File: src/rtl/mem_bus_adapter_if.sv
// Word-addressed memory bus between mem_bus_adapter (master) and a memory or fabric (slave).
interface mem_bus_adapter_if;
  logic [29:0] busAddr;
  logic [31:0] busWData;
  logic [3:0]  busByteEn;
  logic        busWe;
  logic        busReq;
  logic        busAck;
  logic [31:0] busRData;

  modport master (
    output busAddr, busWData, busByteEn, busWe, busReq,
    input  busAck, busRData
  );

  modport slave (
    input  busAddr, busWData, busByteEn, busWe, busReq,
    output busAck, busRData
  );
endinterface

File: src/rtl/mem_bus_adapter.sv
// Datapath-to-word-bus load/store adapter with byte lanes, load extension and request timeout.
// Optional `MISALIGN_TRAP_EN: trap misaligned half/word accesses instead of aligning them down.
module mem_bus_adapter #(
  parameter int TIMEOUT_CYCLES = 255
) (
  input  logic               clk,
  input  logic               reset,
  input  logic [31:0]        address,
  input  logic [31:0]        writeData,
  input  logic               readReq,
  input  logic               writeEnable,
  input  logic [1:0]         readLen,
  input  logic [1:0]         writeLen,
  input  logic               readSignExtend,
  output logic [31:0]        dataOut,
  output logic               busy,
  output logic               done,
  output logic               busError,
  output logic               misaligned,
  mem_bus_adapter_if.master  bus
);

  typedef enum logic [1:0] {
    ST_IDLE   = 2'd0,
    ST_REQ    = 2'd1,
    ST_FINISH = 2'd2
  } state_e;

  typedef enum logic [1:0] {
    SZ_BYTE = 2'd0,
    SZ_HALF = 2'd1,
    SZ_WORD = 2'd2
  } size_e;

  localparam logic [7:0] TMO_LIMIT = 8'(TIMEOUT_CYCLES);

  // Length code 3 behaves as a full word.
  function automatic size_e norm_size(input logic [1:0] len);
    size_e sz;
    case (len)
      2'd0:    sz = SZ_BYTE;
      2'd1:    sz = SZ_HALF;
      default: sz = SZ_WORD;
    endcase
    return sz;
  endfunction

  function automatic logic [31:0] store_lanes(input size_e sz, input logic [31:0] wd);
    logic [31:0] lanes;
    case (sz)
      SZ_BYTE: lanes = {4{wd[7:0]}};
      SZ_HALF: lanes = {2{wd[15:0]}};
      default: lanes = wd;
    endcase
    return lanes;
  endfunction

  function automatic logic [3:0] store_byte_en(input size_e sz, input logic [1:0] off);
    logic [3:0] be;
    case (sz)
      SZ_BYTE: be = 4'b0001 << off;
      SZ_HALF: be = off[1] ? 4'b1100 : 4'b0011;
      default: be = 4'b1111;
    endcase
    return be;
  endfunction

  function automatic logic [31:0] load_extract(input size_e sz, input logic [1:0] off,
                                               input logic [31:0] rdata, input logic sext);
    logic [7:0]  lane_b;
    logic [15:0] lane_h;
    logic [31:0] res;
    lane_b = rdata[{off, 3'b000} +: 8];
    lane_h = off[1] ? rdata[31:16] : rdata[15:0];
    case (sz)
      SZ_BYTE: res = {{24{sext & lane_b[7]}}, lane_b};
      SZ_HALF: res = {{16{sext & lane_h[15]}}, lane_h};
      default: res = rdata;
    endcase
    return res;
  endfunction

`ifdef MISALIGN_TRAP_EN
  function automatic logic is_misaligned(input size_e sz, input logic [1:0] off);
    logic bad;
    case (sz)
      SZ_BYTE: bad = 1'b0;
      SZ_HALF: bad = off[0];
      default: bad = (off != 2'b00);
    endcase
    return bad;
  endfunction
`endif

  state_e      state_q, state_d;
  logic [29:0] bus_addr_q, bus_addr_d;
  logic [31:0] bus_wdata_q, bus_wdata_d;
  logic [3:0]  bus_be_q, bus_be_d;
  logic        bus_we_q, bus_we_d;
  logic        bus_req_q, bus_req_d;
  size_e       size_q, size_d;
  logic [1:0]  offset_q, offset_d;
  logic        sext_q, sext_d;
  logic [7:0]  tmo_cnt_q, tmo_cnt_d;
  logic [31:0] data_out_q, data_out_d;
  logic        bus_error_q, bus_error_d;
  logic        misaligned_q, misaligned_d;

  logic        acc_wr_s;
  size_e       acc_size_s;
  logic        trap_s;
  logic [7:0]  tmo_next_s;

  // Next-state and register-input logic of the request FSM.
  always_comb begin
    state_d      = state_q;
    bus_addr_d   = bus_addr_q;
    bus_wdata_d  = bus_wdata_q;
    bus_be_d     = bus_be_q;
    bus_we_d     = bus_we_q;
    bus_req_d    = bus_req_q;
    size_d       = size_q;
    offset_d     = offset_q;
    sext_d       = sext_q;
    tmo_cnt_d    = tmo_cnt_q;
    data_out_d   = data_out_q;
    bus_error_d  = bus_error_q;
    misaligned_d = misaligned_q;

    acc_wr_s   = writeEnable;
    acc_size_s = norm_size(writeEnable ? writeLen : readLen);
    tmo_next_s = tmo_cnt_q + 8'd1;
`ifdef MISALIGN_TRAP_EN
    trap_s = is_misaligned(acc_size_s, address[1:0]);
`else
    trap_s = 1'b0;
`endif

    case (state_q)
      ST_IDLE: begin
        if (readReq || writeEnable) begin
          bus_addr_d   = address[31:2];
          bus_wdata_d  = acc_wr_s ? store_lanes(acc_size_s, writeData) : 32'd0;
          bus_be_d     = acc_wr_s ? store_byte_en(acc_size_s, address[1:0]) : 4'b1111;
          bus_we_d     = acc_wr_s;
          size_d       = acc_size_s;
          offset_d     = address[1:0];
          sext_d       = readSignExtend & ~acc_wr_s;
          tmo_cnt_d    = 8'd0;
          bus_error_d  = 1'b0;
          misaligned_d = trap_s;
          if (trap_s) begin
            // Trapped access never reaches the bus.
            bus_req_d = 1'b0;
            state_d   = ST_FINISH;
          end else begin
            bus_req_d = 1'b1;
            state_d   = ST_REQ;
          end
        end else begin
          state_d = ST_IDLE;
        end
      end
      ST_REQ: begin
        if (bus.busAck) begin
          bus_req_d = 1'b0;
          if (!bus_we_q) begin
            data_out_d = load_extract(size_q, offset_q, bus.busRData, sext_q);
          end else begin
            data_out_d = data_out_q;
          end
          state_d = ST_FINISH;
        end else if (tmo_next_s == TMO_LIMIT) begin
          tmo_cnt_d   = tmo_next_s;
          bus_req_d   = 1'b0;
          bus_error_d = 1'b1;
          state_d     = ST_FINISH;
        end else begin
          tmo_cnt_d = tmo_next_s;
        end
      end
      ST_FINISH: begin
        state_d = ST_IDLE;
      end
      default: begin
        bus_req_d = 1'b0;
        state_d   = ST_IDLE;
      end
    endcase
  end

  // State and output registers; reset clears everything, bus request included.
  always_ff @(posedge clk or posedge reset) begin
    if (reset) begin
      state_q      <= ST_IDLE;
      bus_addr_q   <= 30'd0;
      bus_wdata_q  <= 32'd0;
      bus_be_q     <= 4'd0;
      bus_we_q     <= 1'b0;
      bus_req_q    <= 1'b0;
      size_q       <= SZ_BYTE;
      offset_q     <= 2'd0;
      sext_q       <= 1'b0;
      tmo_cnt_q    <= 8'd0;
      data_out_q   <= 32'd0;
      bus_error_q  <= 1'b0;
      misaligned_q <= 1'b0;
    end else begin
      state_q      <= state_d;
      bus_addr_q   <= bus_addr_d;
      bus_wdata_q  <= bus_wdata_d;
      bus_be_q     <= bus_be_d;
      bus_we_q     <= bus_we_d;
      bus_req_q    <= bus_req_d;
      size_q       <= size_d;
      offset_q     <= offset_d;
      sext_q       <= sext_d;
      tmo_cnt_q    <= tmo_cnt_d;
      data_out_q   <= data_out_d;
      bus_error_q  <= bus_error_d;
      misaligned_q <= misaligned_d;
    end
  end

  assign bus.busAddr   = bus_addr_q;
  assign bus.busWData  = bus_wdata_q;
  assign bus.busByteEn = bus_be_q;
  assign bus.busWe     = bus_we_q;
  assign bus.busReq    = bus_req_q;

  assign dataOut    = data_out_q;
  assign busy       = (state_q != ST_IDLE);
  assign done       = (state_q == ST_FINISH);
  assign busError   = bus_error_q;
  assign misaligned = misaligned_q;

endmodule

File: src/flat_wrapper.sv
// flat-port wrapper written by rule: the top's interface ports become plain ports
module mem_bus_adapter_flat 
#(
  parameter int TIMEOUT_CYCLES = 255
)
  (clk, reset, address, writeData, readReq, writeEnable, readLen, writeLen, readSignExtend, dataOut, busy, done, busError, misaligned, bus_busAddr, bus_busWData, bus_busByteEn, bus_busWe, bus_busReq, bus_busAck, bus_busRData);
  mem_bus_adapter_if bus_i ();
  input  logic clk;
  input  logic reset;
  input  logic [31:0] address;
  input  logic [31:0] writeData;
  input  logic readReq;
  input  logic writeEnable;
  input  logic [1:0] readLen;
  input  logic [1:0] writeLen;
  input  logic readSignExtend;
  output logic [31:0] dataOut;
  output logic busy;
  output logic done;
  output logic busError;
  output logic misaligned;
  output wire logic [$bits(bus_i.busAddr)-1:0] bus_busAddr;
  output wire logic [$bits(bus_i.busWData)-1:0] bus_busWData;
  output wire logic [$bits(bus_i.busByteEn)-1:0] bus_busByteEn;
  output wire logic [$bits(bus_i.busWe)-1:0] bus_busWe;
  output wire logic [$bits(bus_i.busReq)-1:0] bus_busReq;
  input wire logic [$bits(bus_i.busAck)-1:0] bus_busAck;
  input wire logic [$bits(bus_i.busRData)-1:0] bus_busRData;
  assign bus_busAddr = bus_i.busAddr;
  assign bus_busWData = bus_i.busWData;
  assign bus_busByteEn = bus_i.busByteEn;
  assign bus_busWe = bus_i.busWe;
  assign bus_busReq = bus_i.busReq;
  assign bus_i.busAck = bus_busAck;
  assign bus_i.busRData = bus_busRData;
  mem_bus_adapter #(.TIMEOUT_CYCLES(TIMEOUT_CYCLES)) u_core (.clk(clk), .reset(reset), .address(address), .writeData(writeData), .readReq(readReq), .writeEnable(writeEnable), .readLen(readLen), .writeLen(writeLen), .readSignExtend(readSignExtend), .dataOut(dataOut), .busy(busy), .done(done), .busError(busError), .misaligned(misaligned), .bus(bus_i));
endmodule
File: config.mk
export PLATFORM = sky130hd
export DESIGN_NAME = mem_bus_adapter_flat
export DESIGN_NICKNAME = d
export VERILOG_FILES = /design/src/rtl/mem_bus_adapter_if.sv /design/src/rtl/mem_bus_adapter.sv /design/src/flat_wrapper.sv
export SDC_FILE = /design/constraint.sdc
export NUM_CORES = 1
export LEC_CHECK = 0
export CORE_AREA = 2 2 111 113
export DETAILED_ROUTE_END_ITERATION = 8
export DIE_AREA = 0 0 113 115
export HOLD_SLACK_MARGIN = 0.05
export MAX_ROUTING_LAYER = met4
export PLACE_DENSITY_LB_ADDON = 0.3
export SLEW_MARGIN = 5
export SYNTH_ARGS = -nofsm -noshare
export SYNTH_HDL_FRONTEND = slang
export SYNTH_SLANG_ARGS = --single-unit
File: constraint.sdc
create_clock -name clk -period 8.1 [get_ports clk]
set_input_delay 1.62 -clock clk [delete_from_list [all_inputs] [get_ports clk]]
set_output_delay 1.62 -clock clk [all_outputs]
set_load 0.05 [all_outputs]
==> flow_results.xml, run 1 <==
<?xml version="1.0" encoding="UTF-8"?>
<metrics>
  <group name="floorplan">
    <metric name="die_height" unit="µm">115</metric>
    <metric name="initial_core_util" unit="%">46.66</metric>
    <metric name="fp-row-count" unit="">40</metric>
    <metric name="core-area" unit="µm²">11810</metric>
    <metric name="top_level_ports" unit="">210</metric>
    <metric name="fp.dieW" unit="µm">113</metric>
    <metric name="design.die.area" unit="µm²">13000</metric>
  </group>
  <group name="global_route">
    <metric name="first_global_vias" unit="">5298</metric>
    <metric name="grt_pass1_wl" unit="mm">27.01</metric>
    <metric name="global_route.overflow_total" unit="">0</metric>
    <metric name="global_route.usage.total" unit="%">27.39</metric>
    <metric name="grt_max_degree" unit="">80</metric>
    <metric name="grt_antenna_before_repair" unit="">0</metric>
  </group>
  <group name="detailed_routing">
    <metric name="drt_pass1_iterations" unit="">7</metric>
    <metric name="drt_first_iter_violations" unit="">338</metric>
    <metric name="vias_per_cell" unit="">5.532</metric>
    <metric name="antenna_left" unit="">0</metric>
    <metric name="route.detailed.drc" unit="">12</metric>
    <metric name="post_drt_wl_per_cell" unit="µm">17.92</metric>
    <metric name="route.final.wire_length" unit="mm">16.69</metric>
    <metric name="dr_total_vias" unit="">5150</metric>
  </group>
  <group name="layout">
    <metric name="multiInputGateArea" unit="µm²">2400</metric>
    <metric name="sequential_standard_cell_area" unit="µm²">2903</metric>
    <metric name="syn_to_layout_area_delta" unit="%">49.97</metric>
    <metric name="layout-drive-gt1-share" unit="%">7.015</metric>
    <metric name="layout.cells.non_filler" unit="">931</metric>
    <metric name="final_core_utilization" unit="%">69.98</metric>
    <metric name="final_cell_area" unit="µm²">8265</metric>
    <metric name="fill_cells" unit="">882</metric>
    <metric name="layout.nets" unit="">881</metric>
    <metric name="layout_commonest_cell" unit="">clkdlybuf4s50_1</metric>
    <metric name="layout.cells.most_common_list" unit="">clkdlybuf4s50_1 (208), nand2_1 (138), dfrtp_1 (116)</metric>
    <metric name="n_antenna_cell" unit="">0</metric>
  </group>
  <group name="clocking">
    <metric name="post_cts.resized_instances" unit="">0</metric>
    <metric name="cts.sinks" unit="">116</metric>
    <metric name="tritoncts" unit="">yes</metric>
    <metric name="clock_network_latency_to_the_later_pin_of_the_worst_skew_pair" unit="ns">0.42</metric>
    <metric name="cts_htree_levels" unit="">4</metric>
    <metric name="clk_root_buffer_cell" unit="">clkbuf_16</metric>
    <metric name="cts-hold-fix-buffers" unit="">0</metric>
    <metric name="numCtsBuffers" unit="">17</metric>
    <metric name="clkSlewWorstSetupHoldPaths" unit="ns">0.05</metric>
    <metric name="cts_max_path_buffers" unit="">2</metric>
    <metric name="postCtsSetupRepairBufs" unit="">0</metric>
  </group>
  <group name="pwr">
    <metric name="static-leakage-power" unit="nW">3.633</metric>
    <metric name="power.ir.vdd_worst" unit="µV">291.7</metric>
    <metric name="powerDensity" unit="nW/µm²">482.3</metric>
  </group>
  <group name="logic_synthesis">
    <metric name="async_set_or_reset_register_ratio_after_synthesis" unit="%">100.0</metric>
    <metric name="synthesis.area_per_instance" unit="µm²">9.503</metric>
    <metric name="ys_ff_latch" unit="">116</metric>
    <metric name="netlist_area" unit="µm²">5512</metric>
    <metric name="yosys.area.top_type" unit="">dfrtp_1</metric>
    <metric name="synth_top_area_share" unit="%">52.67</metric>
    <metric name="yosysSeqAreaShare" unit="%">52.67</metric>
    <metric name="netlist_instances" unit="">580</metric>
    <metric name="number_of_synthesized_flops_with_an_enable_pin" unit="">0</metric>
    <metric name="synth.top_cells.by_area" unit="">dfrtp_1 (53%), nand2_1 (9.4%), a21oi_1 (5.4%)</metric>
    <metric name="synth_fp_nets" unit="">688</metric>
    <metric name="synth.yosys.warnings" unit="">0</metric>
    <metric name="ys_types" unit="">54</metric>
    <metric name="synth-main-ff-cell" unit="">dfrtp_1</metric>
  </group>
  <group name="worst_setup_path">
    <metric name="critical_path_class" unit="">primary input to flip-flop</metric>
    <metric name="cp_max_fo" unit="">27</metric>
    <metric name="crit_path_end_kind" unit="">flip-flop</metric>
    <metric name="rrSetupSlack" unit="ns">5.62</metric>
    <metric name="timing.critical_path.from_type" unit="">primary input</metric>
    <metric name="arrival" unit="ns">4.00</metric>
    <metric name="data_required_time_of_the_critical_path" unit="ns">8.41</metric>
  </group>
  <group name="placement">
    <metric name="io_buffer_count" unit="">208</metric>
    <metric name="detailed_place_hpwl" unit="mm">11.56</metric>
    <metric name="detailed_place.area" unit="µm²">7642</metric>
    <metric name="final_weighted_congestion_in_routability_driven_placement" unit="">0.8756</metric>
    <metric name="post-place-cells" unit="">901</metric>
  </group>
  <group name="sta">
    <metric name="setup_skew" unit="ns">0.01137</metric>
    <metric name="totalNegativeSetupSlack" unit="ns">0</metric>
    <metric name="setup_viol_count_final" unit="">0</metric>
    <metric name="setup_repair_after_global_routing_missed_its_margin" unit="">false</metric>
    <metric name="period_share" unit="%">45.53</metric>
    <metric name="worst_slew_margin_rel" unit="%">25.83</metric>
    <metric name="min_period" unit="ns">3.688</metric>
    <metric name="timing_hold_violations_final" unit="">0</metric>
    <metric name="holdWs" unit="ns">0.4744</metric>
    <metric name="worst-slew-pin-transition" unit="ns">1.105</metric>
    <metric name="fmax" unit="MHz">271.1</metric>
    <metric name="drv_slew" unit="">0</metric>
  </group>
  <group name="flow_run">
    <metric name="max-cap-violations" unit="">0</metric>
  </group>
  <group name="run_status">
    <metric name="violated_checks" unit="">DRC</metric>
    <metric name="outcome" unit="">complete, but fails checks</metric>
  </group>
  <group name="worst_hold_path">
    <metric name="min-delay-path-class" unit="">flip-flop to flip-flop</metric>
  </group>
</metrics>
## path summary, 6_finish.rpt
kind                                                     from                             endpoint  depth (start not counted)
max                                               writeEnable  u_core.bus.busWData[13]$_DFFE_PP0P_                          5
min                        u_core.bus.busAddr[14]$_DFFE_PP0P_   u_core.bus.busAddr[14]$_DFFE_PP0P_                          2
max reg2reg                    u_core.offset_q[1]$_DFFE_PP0P_       u_core.dataOut[30]$_DFFE_PP0P_                          4
min reg2reg                u_core.bus.busAddr[14]$_DFFE_PP0P_   u_core.bus.busAddr[14]$_DFFE_PP0P_                          2
max in group asynchronous                               reset      u_core.tmo_cnt_q[3]$_DFFE_PP0P_                          3
min in group asynchronous                               reset   u_core.bus.busAddr[25]$_DFFE_PP0P_                          2
## routing by layer
metal / track usage (%) / wire length, µm / vias up
li1: - / - / 2392
met1: 33.63 / 6933 / 2511
met2: 43.55 / 8109 / 217
met3: 7.960 / 1283 / 30
met4: 9.756 / 359 / 0
met5: - / 0 / -
## cells by family after synthesis
logic type | Yosys count | synth area share [%]
other | 1 | 0.06804
buffers and inverters | 47 | 4.086
AO/OA/AOI/OAI | 159 | 17.57
adder cells (fa/ha/maj) | 2 | 0.4540
flip-flops | 116 | 52.67
XOR/XNOR | 2 | 0.3179
multiplexers | 35 | 6.969
AND/OR/NAND/NOR | 218 | 17.87
## flip-flops by register name, summed over array words and instances (netlist names)
| signal | count |
|---|---|
| u_core.state_q | 2 |
| u_core.bus.busByteEn | 4 |
| u_core.sext_q | 1 |
| u_core.bus.busWData | 32 |
| u_core.offset_q | 2 |
| u_core.size_q | 2 |
| u_core.bus.busAddr | 30 |
| u_core.bus.busWe | 1 |
| u_core.tmo_cnt_q | 8 |
| u_core.bus.busReq | 1 |
| u_core.busError | 1 |
| u_core.dataOut | 32 |
## where the power goes
part           total, W  leakage [nW]  switching [W]  internal [W]
combinational   0.00214          1.91        0.00144      0.000704
clock          0.000793         0.297       0.000259      0.000534
sequential      0.00105          1.42       0.000202      0.000848
total           0.00399          3.63        0.00190       0.00209
## worst max-delay path, cell delays in order
cell	delay, ns
clkdlybuf4s50_1	0.74
mux2i_4	0.86
nand2_2	0.37
mux2i_1	0.20
o21ai_0	0.20
## synth_stat cells, types with 3 or more instances
cell      number
o22a_1         3
a22o_1        17
nor3_1         3
a21oi_1       60
a211o_1        6
nand3b_1       8
o21ai_0       53
nand4_1        3
and3b_1        7
buf_4          5
mux2_2         7
or3_1          9
clkbuf_1      21
dfrtp_1      116
buf_2         11
nor2_1        35
nand2_1      138
mux2i_1       26
inv_1          6
## layout make-up
type	count	share of cell area, %
tap	147	2.225
multi-input combinational	417	29.03
timing repair buffer	214	25.73
clock buffer	21	5.692
clock inverter	9	1.847
inverter	7	0.3482
sequential	116	35.12
## metrics by stage
step / total power (W) / setup slack, ns
after floorplan: 0.002448 / 3.408
after global placement: 0.003140 / 4.121
after detailed placement: 0.003193 / 4.022
after CTS: 0.004005 / 4.415
after global routing: 0.004174 / 4.289
final: 0.003986 / 4.412
Note: power is estimated with default switching activity, not from simulation.
==> run 2: changes to the inputs <==
Settings changed: CORE_AREA 2 2 111 113 to 2 2 115 117, DIE_AREA 0 0 113 115 to 0 0 117 119.
Clock period 8.1 ns to 3.7 ns, I/O delays scaled along.
==> run 2 against run 1 <==
The flow now finishes without violations. Die area rose by 7.1%. Combinational power rose by 120%. Cell count rose by 3.5%. Global-route usage fell by 2.6 points. Wire length fell by 2.3%. Clock power rose by 120%. Count of clock-buffer cells in the layout fell by 1. Core utilization fell by 5.3 points. Critical path type is now flip-flop to output pin. Highest routed layer unchanged.
==> flow_results.xml, run 2 (synthesized netlist as in run 1, its figures left out) <==
<?xml version="1.0" encoding="UTF-8"?>
<metrics>
  <group name="run_status">
    <metric name="outcome" unit="">finished clean</metric>
  </group>
  <group name="sta">
    <metric name="timing_hold_violations_final" unit="">0</metric>
    <metric name="fmax" unit="MHz">361.0</metric>
    <metric name="period_share" unit="%">74.86</metric>
    <metric name="drv_slew" unit="">0</metric>
    <metric name="setup_skew" unit="ns">0.006891</metric>
    <metric name="min_period" unit="ns">2.770</metric>
    <metric name="worst_slew_margin_rel" unit="%">35.49</metric>
    <metric name="setup_repair_after_global_routing_missed_its_margin" unit="">false</metric>
    <metric name="totalNegativeSetupSlack" unit="ns">0</metric>
    <metric name="worst-slew-pin-transition" unit="ns">0.9655</metric>
    <metric name="setup_viol_count_final" unit="">0</metric>
  </group>
  <group name="detailed_routing">
    <metric name="drt_first_iter_violations" unit="">354</metric>
    <metric name="route.final.wire_length" unit="mm">16.30</metric>
    <metric name="route.detailed.drc" unit="">0</metric>
    <metric name="post_drt_wl_per_cell" unit="µm">16.91</metric>
    <metric name="dr_total_vias" unit="">5144</metric>
    <metric name="drt_pass1_iterations" unit="">5</metric>
    <metric name="vias_per_cell" unit="">5.336</metric>
    <metric name="antenna_left" unit="">0</metric>
  </group>
  <group name="clocking">
    <metric name="postCtsSetupRepairBufs" unit="">0</metric>
    <metric name="numCtsBuffers" unit="">17</metric>
    <metric name="clk_root_buffer_cell" unit="">clkbuf_16</metric>
    <metric name="cts_max_path_buffers" unit="">2</metric>
    <metric name="tritoncts" unit="">yes</metric>
    <metric name="cts.sinks" unit="">116</metric>
    <metric name="cts-hold-fix-buffers" unit="">0</metric>
    <metric name="clock_network_latency_to_the_later_pin_of_the_worst_skew_pair" unit="ns">0.41</metric>
    <metric name="clkSlewWorstSetupHoldPaths" unit="ns">0.05</metric>
    <metric name="cts_htree_levels" unit="">4</metric>
    <metric name="post_cts.resized_instances" unit="">0</metric>
  </group>
  <group name="worst_setup_path">
    <metric name="critical_path_class" unit="">flip-flop to output pin</metric>
    <metric name="cp_max_fo" unit="">10</metric>
    <metric name="rrSetupSlack" unit="ns">1.44</metric>
    <metric name="reg2reg_to" unit="">u_core.dataOut[22]$_DFFE_PP0P_</metric>
    <metric name="data_required_time_of_the_critical_path" unit="ns">2.96</metric>
    <metric name="r2r_start" unit="">u_core.offset_q[1]$_DFFE_PP0P_</metric>
    <metric name="r2r.worst_path.cells" unit="">5</metric>
    <metric name="timing.critical_path.from_type" unit="">flip-flop</metric>
    <metric name="crit_path_end_kind" unit="">output pin</metric>
    <metric name="arrival" unit="ns">2.03</metric>
  </group>
  <group name="global_route">
    <metric name="global_route.overflow_total" unit="">0</metric>
    <metric name="grt_pass1_wl" unit="mm">26.16</metric>
    <metric name="grt_antenna_before_repair" unit="">0</metric>
    <metric name="grt_max_degree" unit="">70</metric>
    <metric name="global_route.usage.total" unit="%">24.82</metric>
    <metric name="first_global_vias" unit="">5246</metric>
  </group>
  <group name="worst_hold_path">
    <metric name="whs_endpoint" unit="">u_core.bus.busAddr[2]$_DFFE_PP0P_</metric>
    <metric name="min-delay-path-class" unit="">flip-flop to flip-flop</metric>
    <metric name="worst_hold_path_cell_count" unit="">2</metric>
    <metric name="min-delay-start" unit="">u_core.bus.busAddr[2]$_DFFE_PP0P_</metric>
  </group>
  <group name="flow_run">
    <metric name="max-cap-violations" unit="">0</metric>
  </group>
  <group name="layout">
    <metric name="final_cell_area" unit="µm²">8329</metric>
    <metric name="layout_commonest_cell" unit="">clkdlybuf4s50_1</metric>
    <metric name="layout.nets" unit="">884</metric>
    <metric name="syn_to_layout_area_delta" unit="%">51.12</metric>
    <metric name="layout.cells.most_common_list" unit="">clkdlybuf4s50_1 (208), nand2_1 (138), dfrtp_1 (116)</metric>
    <metric name="n_antenna_cell" unit="">0</metric>
    <metric name="layout-drive-gt1-share" unit="%">7.487</metric>
  </group>
  <group name="pwr">
    <metric name="clkPwrFrac" unit="%">19.8</metric>
    <metric name="power.ir.vdd_worst" unit="µV">602.5</metric>
    <metric name="internal_power" unit="W">0.004552</metric>
    <metric name="p_seq_share" unit="%">26.7</metric>
    <metric name="p_comb_share" unit="%">53.5</metric>
    <metric name="netSwitchingPower" unit="W">0.004123</metric>
    <metric name="static-leakage-power" unit="nW">3.655</metric>
    <metric name="powerDensity" unit="nW/µm²">1041</metric>
    <metric name="p_sw_share" unit="%">47.53</metric>
  </group>
  <group name="floorplan">
    <metric name="core-area" unit="µm²">12870</metric>
    <metric name="design.die.area" unit="µm²">13920</metric>
    <metric name="die_height" unit="µm">119</metric>
    <metric name="fp.dieW" unit="µm">117</metric>
    <metric name="top_level_ports" unit="">210</metric>
    <metric name="fp-row-count" unit="">42</metric>
    <metric name="initial_core_util" unit="%">42.81</metric>
  </group>
  <group name="placement">
    <metric name="detailed_place.area" unit="µm²">7715</metric>
    <metric name="detailed_place_hpwl" unit="mm">11.64</metric>
    <metric name="io_buffer_count" unit="">208</metric>
    <metric name="final_weighted_congestion_in_routability_driven_placement" unit="">0.8729</metric>
  </group>
</metrics>
run 2: cell count changes in the layout (fill, tap and decap cells not counted), sizes merged:
cell      before  now
buf            6    9
clkbuf        21   20
clkinv         3    7
clkinvlp       3    2
inv            6    5
run 2: worst max-delay path by stage:
| stage | slack (ns) | from | to | depth (start not counted) |
|---|---|---|---|---|
| floorplan | 1.55 | reset | u_core.bus.busAddr[0]$_DFFE_PP0P_ | 1 |
| CTS | 0.91 | u_core.state_q[0]$_DFFE_PP0P_ | busy | 3 |
| global route | 0.83 | u_core.state_q[0]$_DFFE_PP0P_ | busy | 3 |
| finish | 0.93 | u_core.state_q[0]$_DFFE_PP0P_ | busy | 3 |
| detailed placement | 0.79 | writeEnable | u_core.bus.busWData[8]$_DFFE_PP0P_ | 5 |
| global placement | 0.90 | writeEnable | u_core.bus.busWData[9]$_DFFE_PP0P_ | 5 |
run 2: stage by stage:
stage / utilization (%) / power, W / worst slack (ns) / instances / hold WS, ns
floorplan: - / 0.005360 / 1.547 / 580 / 0.4650
global placement: 59.92 / 0.006878 / 0.9001 / 933 / 0.4559
detailed placement: 59.92 / 0.006974 / 0.7888 / 933 / 0.4615
CTS: 64.69 / 0.008725 / 0.9114 / 964 / 0.4745
global route: 64.69 / 0.009107 / 0.8349 / 964 / 0.4972
finish: 64.69 / 0.008675 / 0.9301 / 964 / 0.4702
run 2: final cells by class:
type                            count  area [µm²]
Fill cell                        1067        4546
Sequential cell                   116        2903
Multi-Input combinational cell    417        2400
Timing Repair Buffer              217        2162
Clock buffer                       20       456.7
Tap cell                          176       220.2
Clock inverter                     11       157.7
Inverter                            7       30.03
run 2: worst max-delay path, stage by stage (launching register included):
cell             delay (ns)
dfrtp_1                0.56
nor2_1                 0.17
inv_1                  0.08
clkdlybuf4s50_1        0.80
run 2: per-layer routing:
layer / global-route usage (%) / vias to the layer above / wire (µm)
met4: 8.382 / 0 / 267
met2: 38.73 / 204 / 8035
li1: - / 2390 / -
met5: - / - / 0
met3: 7.430 / 30 / 1166
met1: 30.88 / 2520 / 6832
run 2: power by group through the flow:
stage / clock network (W) / logic, W / registers, W
after floorplan: 0 / 0.00132 / 0.00404
after global placement: 0 / 0.00458 / 0.00230
after detailed placement: 0 / 0.00465 / 0.00232
after CTS: 0.00174 / 0.00467 / 0.00231
after global routing: 0.00180 / 0.00491 / 0.00240
final: 0.00172 / 0.00464 / 0.00231
==> run 3: changes to the inputs <==
Settings changed: CORE_AREA 2 2 115 117 to 2 2 121 123, DIE_AREA 0 0 117 119 to 0 0 123 125.
Clock period 3.7 ns to 2.5 ns, I/O delays scaled along.
==> run 3 against run 2 <==
Via count shrank 0.68%. Wire length is 2.1% higher. Critical path depth is 2 lower. Sequential cell count is the same. Count of clock-buffer cells in the layout down 2. Critical path type unchanged. Largest cell class unchanged.
==> flow_results.xml, run 3 (synthesized netlist as in run 1, its figures left out) <==
<?xml version="1.0" encoding="UTF-8"?>
<metrics>
  <group name="run_status">
    <metric name="outcome" unit="">finished clean</metric>
  </group>
  <group name="sta">
    <metric name="drv_slew" unit="">0</metric>
    <metric name="worst_slew_margin_rel" unit="%">56.88</metric>
    <metric name="totalNegativeSetupSlack" unit="ns">0</metric>
    <metric name="min_period" unit="ns">2.158</metric>
    <metric name="setup_viol_count_final" unit="">0</metric>
    <metric name="setup_repair_after_global_routing_missed_its_margin" unit="">false</metric>
    <metric name="worst-slew-pin-transition" unit="ns">0.6468</metric>
    <metric name="timing_hold_violations_final" unit="">0</metric>
    <metric name="period_share" unit="%">86.34</metric>
    <metric name="setup_skew" unit="ns">0.008707</metric>
    <metric name="fmax" unit="MHz">463.3</metric>
  </group>
  <group name="layout">
    <metric name="final_cell_area" unit="µm²">8497</metric>
    <metric name="layout-drive-gt1-share" unit="%">8.772</metric>
    <metric name="sequential_standard_cell_area" unit="µm²">2903</metric>
    <metric name="fill_cells" unit="">1265</metric>
    <metric name="layout.nets" unit="">893</metric>
    <metric name="multiInputGateArea" unit="µm²">2400</metric>
    <metric name="layout_commonest_cell" unit="">clkdlybuf4s50_1</metric>
    <metric name="syn_to_layout_area_delta" unit="%">54.17</metric>
    <metric name="n_antenna_cell" unit="">0</metric>
    <metric name="layout.cells.most_common_list" unit="">clkdlybuf4s50_1 (206), nand2_1 (138), dfrtp_1 (116)</metric>
  </group>
  <group name="worst_setup_path">
    <metric name="arrival" unit="ns">1.66</metric>
    <metric name="critPathBufInv" unit="">1</metric>
    <metric name="timing.critical_path.from_type" unit="">flip-flop</metric>
    <metric name="critical_path_class" unit="">flip-flop to output pin</metric>
    <metric name="path_cells" unit="">clkdlybuf4s50_1</metric>
    <metric name="data_required_time_of_the_critical_path" unit="ns">2.00</metric>
    <metric name="cp_max_fo" unit="">4</metric>
    <metric name="crit_path_end_kind" unit="">output pin</metric>
    <metric name="critical_path_s_slowest_cell" unit="">clkdlybuf4s50_1</metric>
    <metric name="cpLargestDelayFamily" unit="">buffers and inverters</metric>
    <metric name="cp_slowest_stage_delay" unit="ns">0.86</metric>
  </group>
  <group name="pwr">
    <metric name="netSwitchingPower" unit="W">0.006177</metric>
    <metric name="p_seq_share" unit="%">26.1</metric>
    <metric name="clkPwrFrac" unit="%">19.7</metric>
    <metric name="internal_power" unit="W">0.006825</metric>
    <metric name="static-leakage-power" unit="nW">3.756</metric>
    <metric name="powerDensity" unit="nW/µm²">1530</metric>
    <metric name="power.total" unit="W">0.01300</metric>
    <metric name="power.ir.vdd_worst" unit="µV">928.3</metric>
    <metric name="p_sw_share" unit="%">47.51</metric>
    <metric name="p_comb_share" unit="%">54.2</metric>
  </group>
  <group name="clocking">
    <metric name="cts.sinks" unit="">116</metric>
    <metric name="numCtsBuffers" unit="">17</metric>
    <metric name="cts_max_path_buffers" unit="">2</metric>
    <metric name="postCtsSetupRepairBufs" unit="">0</metric>
    <metric name="clock_network_latency_to_the_later_pin_of_the_worst_skew_pair" unit="ns">0.42</metric>
    <metric name="clkSlewWorstSetupHoldPaths" unit="ns">0.05</metric>
    <metric name="clk_root_buffer_cell" unit="">clkbuf_16</metric>
    <metric name="post_cts.resized_instances" unit="">0</metric>
    <metric name="cts_htree_levels" unit="">4</metric>
    <metric name="cts-hold-fix-buffers" unit="">0</metric>
    <metric name="tritoncts" unit="">yes</metric>
  </group>
  <group name="floorplan">
    <metric name="design.die.area" unit="µm²">15380</metric>
    <metric name="core-area" unit="µm²">14200</metric>
    <metric name="fp.dieW" unit="µm">123</metric>
    <metric name="fp-row-count" unit="">44</metric>
    <metric name="die_height" unit="µm">125</metric>
    <metric name="top_level_ports" unit="">210</metric>
    <metric name="initial_core_util" unit="%">38.80</metric>
  </group>
  <group name="detailed_routing">
    <metric name="route.detailed.drc" unit="">0</metric>
    <metric name="post_drt_wl_per_cell" unit="µm">16.96</metric>
    <metric name="drt_first_iter_violations" unit="">313</metric>
    <metric name="dr_total_vias" unit="">5109</metric>
    <metric name="vias_per_cell" unit="">5.203</metric>
    <metric name="route.final.wire_length" unit="mm">16.65</metric>
    <metric name="antenna_left" unit="">0</metric>
    <metric name="drt_pass1_iterations" unit="">6</metric>
  </group>
  <group name="global_route">
    <metric name="grt_pass1_wl" unit="mm">26.89</metric>
    <metric name="global_route.overflow_total" unit="">0</metric>
    <metric name="grt_max_degree" unit="">66</metric>
    <metric name="global_route.usage.total" unit="%">23.03</metric>
    <metric name="first_global_vias" unit="">5356</metric>
    <metric name="grt_antenna_before_repair" unit="">0</metric>
  </group>
  <group name="placement">
    <metric name="io_buffer_count" unit="">208</metric>
    <metric name="final_weighted_congestion_in_routability_driven_placement" unit="">0.8221</metric>
    <metric name="detailed_place.area" unit="µm²">7868</metric>
    <metric name="detailed_place_hpwl" unit="mm">11.84</metric>
  </group>
  <group name="flow_run">
    <metric name="max-cap-violations" unit="">0</metric>
  </group>
  <group name="worst_hold_path">
    <metric name="min-delay-path-class" unit="">flip-flop to flip-flop</metric>
  </group>
</metrics>
## run 3: cell types whose count changed in the layout (fill, tap and decap cells not counted), sizes merged
cell | before | now
dlymetal6s2s | 0 | 2
buf | 9 | 18
clkdlybuf4s50 | 208 | 206
clkinv | 7 | 11
clkinvlp | 2 | 1
clkbuf | 20 | 18
## run 3: path summary, 6_finish.rpt
kind	from	end	slack, ns	cells past startpoint
max	u_core.bus.busWe$_DFFE_PP0P_	bus_busWe	0.34	1
max in group asynchronous	reset	u_core.bus.busByteEn[3]$_DFFE_PP0P_	1.32	3
min	u_core.bus.busAddr[6]$_DFFE_PP0P_	u_core.bus.busAddr[6]$_DFFE_PP0P_	0.47	2
max reg2reg	u_core.offset_q[1]$_DFFE_PP0P_	u_core.dataOut[9]$_DFFE_PP0P_	0.36	4
min in group asynchronous	reset	u_core.dataOut[30]$_DFFE_PP0P_	0.48	2
min reg2reg	u_core.bus.busAddr[6]$_DFFE_PP0P_	u_core.bus.busAddr[6]$_DFFE_PP0P_	0.47	2
## run 3: layout make-up
| cell class | instances | share of cell area (%) |
|---|---|---|
| clock inverters | 14 | 2.179 |
| inverters | 7 | 0.3534 |
| flip-flops and latches | 116 | 34.16 |
| repair buffers | 226 | 27.18 |
| clock buffers | 18 | 5.169 |
| well taps | 184 | 2.709 |
| multi-input cells | 417 | 28.24 |
## run 3: power groups by stage
stage	clock (W)	sequential (W)	combinational, W
after CTS	0.00261	0.00340	0.00709
after detailed placement	0	0.00340	0.00707
after global routing	0.00269	0.00352	0.00747
final	0.00257	0.00339	0.00704
after global placement	0	0.00337	0.00698
after floorplan	0	0.00598	0.00195
## run 3: routing by layer
| layer | GRT usage, % | wire length, µm | share of wire (%) |
|---|---|---|---|
| met1 | 28.76 | 7004 | 42 |
| met2 | 35.16 | 7894 | 47 |
| met3 | 7.162 | 1438 | 8.6 |
| met4 | 8.422 | 315 | 1.9 |
| met5 | - | 0 | 0 |
## run 3: per-stage QoR
stage          hold WS [ns]  worst slack (ns)  instances  utilization, %
2_1_floorplan        0.4650            0.5866        580               -
3_3_place_gp         0.4578            0.2543        950           55.39
3_5_place_dp         0.4613            0.2079        950           55.39
4_1_cts              0.4747         0.0008773        982           59.79
5_1_grt              0.4984            0.1562        982           59.82
6_report             0.4724            0.3415        982           59.82
